**src/rtl/instruction_prefetcher_pkg.sv**
```systemverilog
// instruction_prefetcher_pkg: fetch-stage widths, FIFO depth and counter sizing shared by the prefetcher.
package instruction_prefetcher_pkg;
    localparam int IMEM_ADDR_WIDTH = 16;
    localparam int IMEM_DATA_WIDTH = 16;
    localparam int PREFETCH_DEPTH  = 4;
    function automatic int cnt_width(int depth);
        return $clog2(depth) + 1;
    endfunction
endpackage

```
**src/rtl/instruction_prefetcher_sync_fifo.sv**
```systemverilog
// sync_fifo: single-clock FIFO with flush and occupancy count; dout shows the head entry.
module sync_fifo import instruction_prefetcher_pkg::*; #(
    parameter int WIDTH = 8,
    parameter int DEPTH = 4,
    localparam int CW = cnt_width(DEPTH),
    localparam int PW = DEPTH > 1 ? $clog2(DEPTH) : 1
) (
    input  logic             clock,
    input  logic             reset,
    input  logic             push,
    input  logic             pop,
    input  logic             flush,
    input  logic [WIDTH-1:0] din,
    output logic [WIDTH-1:0] dout,
    output logic [CW-1:0]    count
);
    logic [WIDTH-1:0] mem [DEPTH];
    logic [PW-1:0] wr_ptr, rd_ptr;
    logic do_push, do_pop;
    function automatic logic [PW-1:0] inc(logic [PW-1:0] p);
        return p == PW'(DEPTH - 1) ? '0 : p + 1'b1;
    endfunction
    assign do_pop  = pop && count != '0;
    assign do_push = push && (count != CW'(DEPTH) || do_pop);
    assign dout    = mem[rd_ptr];
    always_ff @(posedge clock) begin
        if (reset || flush) begin
            wr_ptr <= '0;
            rd_ptr <= '0;
            count  <= '0;
        end else begin
            if (do_push) wr_ptr <= inc(wr_ptr);
            if (do_pop) rd_ptr <= inc(rd_ptr);
            count <= count + CW'(do_push) - CW'(do_pop);
        end
    end
    always_ff @(posedge clock) begin
        if (do_push) mem[wr_ptr] <= din;
    end
endmodule

```
**src/rtl/instruction_prefetcher.sv**
```systemverilog
// instruction_prefetcher: sequential instruction fetch with credit-limited requests, a small
// instruction FIFO toward decode, and redirect that flushes buffered and in-flight fetches.
module instruction_prefetcher import instruction_prefetcher_pkg::*; #(
    parameter int ADDR_WIDTH = IMEM_ADDR_WIDTH,
    parameter int DATA_WIDTH = IMEM_DATA_WIDTH,
    parameter int DEPTH = PREFETCH_DEPTH,
    parameter logic [ADDR_WIDTH-1:0] RESET_PC = '0
) (
    input  logic                  clock,
    input  logic                  reset,
    output logic                  imem_req,
    output logic [ADDR_WIDTH-1:0] imem_addr,
    input  logic                  imem_gnt,
    input  logic                  imem_rvalid,
    input  logic [DATA_WIDTH-1:0] imem_rdata,
    input  logic                  redirect_valid,
    input  logic [ADDR_WIDTH-1:0] redirect_pc,
    output logic                  instr_valid,
    input  logic                  instr_ready,
    output logic [DATA_WIDTH-1:0] instr,
    output logic [ADDR_WIDTH-1:0] instr_pc,
    output logic                  protocol_error
);
    localparam int CW = cnt_width(DEPTH);
    localparam int SW = CW + 1;
    logic [ADDR_WIDTH-1:0] fetch_pc, resp_pc, head_pc;
    logic [DATA_WIDTH-1:0] head_instr;
    logic [CW-1:0] outstanding, discard, count;
    logic issue, rv_ok, push, pop;
    // Buffered plus in-flight never exceeds DEPTH, so a response always finds room.
    assign imem_req    = !reset && !redirect_valid && SW'(count) + SW'(outstanding) < SW'(DEPTH);
    assign imem_addr   = fetch_pc;
    assign issue       = imem_req && imem_gnt;
    assign rv_ok       = imem_rvalid && outstanding != '0;
    assign push        = rv_ok && discard == '0 && !redirect_valid;
    assign instr_valid = !reset && count != '0;
    assign pop         = instr_valid && instr_ready && !redirect_valid;
    assign instr       = instr_valid ? head_instr : '0;
    assign instr_pc    = instr_valid ? head_pc : '0;
    sync_fifo #(.WIDTH(DATA_WIDTH + ADDR_WIDTH), .DEPTH(DEPTH)) u_fifo (
        .clock(clock),
        .reset(reset),
        .push(push),
        .pop(pop),
        .flush(redirect_valid),
        .din({imem_rdata, resp_pc}),
        .dout({head_instr, head_pc}),
        .count(count)
    );
    always_ff @(posedge clock) begin
        if (reset) begin
            fetch_pc       <= RESET_PC;
            resp_pc        <= RESET_PC;
            outstanding    <= '0;
            discard        <= '0;
            protocol_error <= 1'b0;
        end else begin
            outstanding <= outstanding + CW'(issue) - CW'(rv_ok);
            if (imem_rvalid && outstanding == '0) protocol_error <= 1'b1;
            // Everything still in flight after a redirect belongs to the old path.
            if (redirect_valid) begin
                fetch_pc <= redirect_pc;
                resp_pc  <= redirect_pc;
                discard  <= outstanding - CW'(rv_ok);
            end else begin
                if (issue) fetch_pc <= fetch_pc + 1'b1;
                if (push) resp_pc <= resp_pc + 1'b1;
                if (rv_ok && discard != '0) discard <= discard - 1'b1;
            end
        end
    end
endmodule

```
**config.mk**
```make
export PLATFORM = sky130hd
export DESIGN_NAME = instruction_prefetcher
export DESIGN_NICKNAME = d
export VERILOG_FILES = /design/src/rtl/instruction_prefetcher_pkg.sv /design/src/rtl/instruction_prefetcher_sync_fifo.sv /design/src/rtl/instruction_prefetcher.sv
export SDC_FILE = /design/constraint.sdc
export NUM_CORES = 1
export LEC_CHECK = 0
export BUFFER_PORTS_ARGS = -buffer_cell sky130_fd_sc_hd__buf_2
export CAP_MARGIN = 40
export CELL_PAD_IN_SITES_DETAIL_PLACEMENT = 0
export CELL_PAD_IN_SITES_GLOBAL_PLACEMENT = 1
export CORE_UTILIZATION = 48
export DETAILED_ROUTE_END_ITERATION = 16
export HOLD_SLACK_MARGIN = 0.06
export PLACE_DENSITY = 0.78
export SYNTH_ARGS = -nofsm -noshare
export SYNTH_HDL_FRONTEND = slang
export SYNTH_SLANG_ARGS = --single-unit
```
**constraint.sdc**
```tcl
create_clock -name clock -period 3.2 [get_ports clock]
set_input_delay 0.48 -clock clock [delete_from_list [all_inputs] [get_ports clock]]
set_output_delay 0.48 -clock clock [all_outputs]
set_load 0.1 [all_outputs]
```
==> summary.md <==
| Metric | Value |
|---|---|
| Status | finished, final reports clean |
| Met3 Use GR | 4.299% |
| DP Worst Slack | between 0.4 and 0.5 ns |
| Setup TNS | 0 ns |
| # IOs | 89 |
| Hold_buf cts | 0 |
| Worst setup SP type | flip-flop |
| CP Class | reg2reg |
| Worst EP arrival | roughly 3 ns |
| Crit path capture type | flip-flop |
| Cts repair resizes | 0 |
| Syn_area_per_cell | around 14 µm² |
| WHS | 0.2687 ns |
| First-pass GRT wire length | about 26 mm |
| Period minus WS final | around 2.7 ns |
| Grt ovf | 0 |
| Largest net degree at the start of global routing | 44 |
| Post-route ant nets | 0 |
| Routed vias | 4893 |
| Post-synthesis sequential area ratio | between 60% and 70% |
| Syn Nets | roughly 600 |
| Drt first pass iters | 4 |
| Setup WS post-layout | 0.4854 ns |
| Pwr dens | about 600 nW/µm² |
| Clk buf depth | 2 |
| Final hold violation count | 0 |
| Filler cells | 1211 |
| RSZ-0062 raised after global routing | false |
| Reg clk slew, reported paths | approximately 0.07 ns |
| Layout overhead on the synthesized area | 21.02% |
| Root Buffer Master | clkbuf_16 |
| Layout Utilization | between 60% and 70% |
| CTS Sinks | 176 |
| Asr flop ratio synth | 0% |
| Core Box Area | roughly 15000 µm² |
| Maxcap violations | 0 |
| EDFF count, synth | about 130 |
| Die height | about 130 µm |
| Final RePlAce weighted congestion | roughly 0.90 |
| Post-Syn Area | 7650 µm² |
| Critical Path RT | between 3 and 4 ns |
| Hpwl dp | 10.66 mm |
| Wire per inst | around 19 µm |
| Met2 usage | approximately a third |
| Worst slew pin tran | around 0.70 ns |
| IO buf count | 88 |
| Setup Viol. Count Final | 0 |
| Reg area | 4806 µm² |
| Slew HR | between 50% and 60% |
| Static leakage | between 0.003 and 0.004 µW |
| Main synth FF type | edfxtp_1 |
| WL final | ~16 mm |
| Inserted Diodes | 0 |
| Fmax | roughly 370 MHz |
| Hold crit path type | in2reg |
| Die width | roughly 130 µm |
| # rows | between 40 and 50 |
| Met1 usage | 28.31% |
| YS warnings | 0 |
| H-tree Lvls | 4 |
| Post-route clock period utilization | between 80% and 90% |
| Clock Skews | around 0.0066 ns |
| TritonCTS Buffers | 17 |
| DIE AREA | roughly 16000 µm² |
| Fin. max-slew vios | 0 |
| Max FO, Critical Path | 10 |
| Total GRT Usage | a little over a fifth |
| Vias per inst | around 5.8 |
| Worst vdd ir | about 0.00051 V |
| Area of the multi-input gates | between 2000 and 3000 µm² |
| Worst-skew pair later-pin latency | between 0.4 and 0.5 ns |
| Vias in the first global route | roughly 5100 |
| First DRT Iteration DRCs | 294 |
| CTS tree | done |
| Yosys cell types | 55 |
| Number of synthesized register bits | around 180 |
| Initial core utilization | between 40% and 50% |
| Busiest layer in global routing | met2 |
| Post-route DRC violation count | 0 |
| Final net count | 680 |
| Share of cells above drive strength 1 | 27.16% |
| Synth Instances | around 530 |
| Initial antenna violation count | 0 |
| Number of setup buffers added after CTS | 0 |
## cells in the mapped netlist (8+ instances only)
| master | count | area, µm² |
|---|---|---|
| edfxtp_1 | 128 | 3844 |
| dfxtp_1 | 48 | 960.9 |
| and3_1 | 41 | 256.5 |
| mux4_2 | 32 | 720.7 |
| clkbuf_1 | 21 | 78.83 |
| nand2_1 | 18 | 67.56 |
| nand3_1 | 18 | 90.09 |
| inv_1 | 17 | 63.81 |
| o31a_1 | 17 | 148.9 |
| ha_1 | 16 | 200.2 |
| xnor2_1 | 15 | 131.4 |
| nor2_1 | 13 | 48.80 |
| a21oi_1 | 12 | 60.06 |
| nor4_1 | 12 | 75.07 |
| o21a_1 | 12 | 90.09 |
| and2_1 | 9 | 56.30 |
| nand4_1 | 9 | 56.30 |
| a21boi_0 | 8 | 60.06 |
| nor3_1 | 8 | 40.04 |
## layer usage
layer	part of all wire, %	wire length [µm]
met3	4.7	772
met4	2.5	410
met5	0	0
met1	45	7364
met2	48	7823
## cell type report
| type | count | area share (%) |
|---|---|---|
| flip-flops and latches | 176 | 51.91 |
| multi-input cells | 307 | 28.81 |
| repair buffers | 103 | 9.515 |
| clock buffers | 18 | 4.636 |
| well taps | 211 | 2.852 |
| clock inverters | 14 | 1.500 |
| inverters | 19 | 0.7704 |
## cells by family after synthesis
family,Yosys count,share of synthesized area [%]
adders and majority gates,18,3.140
muxes,35,9.814
DFF,176,62.81
AOI/OAI and AO/OA,76,7.393
buffers and inverters,46,2.323
and+or+nand+nor,161,12.58
xor gates and xnor gates,17,1.946
## critical path, stage by stage, from the launching register on
cell	delay, ns
dfxtp_1	0.46
ha_1	0.29
nor3_2	0.19
and4_1	0.39
inv_2	0.15
ha_1	0.30
inv_1	0.04
ha_1	0.18
fa_1	0.37
xnor2_1	0.17
nor2_1	0.05
## power by group
part	internal [µW]	switching [µW]
clock network	1150	857
logic	335	603
registers	2580	115
total	4060	1580
## per-stage QoR
stage | instance area [µm²] | power (µW) | std cells
finish | 9258 | 5639 | 848
global route | 9258 | 5863 | 848
CTS | 9258 | 5680 | 848
global placement | 8690 | 3654 | 816
floorplan | 7650 | 3400 | 529
detailed placement | 8690 | 3682 | 816
## registers in the layout (all words and copies together), names as in the netlist, named ones only
name / flops
u_fifo.mem: 128
imem_addr: 16
resp_pc: 16
discard: 3
outstanding: 3
u_fifo.count: 3
u_fifo.rd_ptr: 2
u_fifo.wr_ptr: 2
protocol_error: 1
## placed cells by master (no fill, tap or decap), drive strengths merged, types with 17 or more instances in the layout
cell / n
and3: 41
buf: 103
clkbuf: 18
dfxtp: 48
edfxtp: 128
inv: 21
mux4: 32
nand2: 18
nand3: 18
o31a: 17
## worst paths after layout
path / depth (start not counted) / startpoint / end / slack, ns
worst min register to register: 2 / protocol_error$_SDFFE_PP0P_ / protocol_error$_SDFFE_PP0P_ / 0.48
worst max register to register: 10 / outstanding[2]$_SDFF_PP0_ / outstanding[2]$_SDFF_PP0_ / 0.49
worst max-delay path: 10 / outstanding[2]$_SDFF_PP0_ / outstanding[2]$_SDFF_PP0_ / 0.49
worst min-delay path: 1 / imem_rdata[7] / u_fifo.mem[2][23]$_DFFE_PP_ / 0.27
No activity file was read; power rests on OpenSTA's default activity.
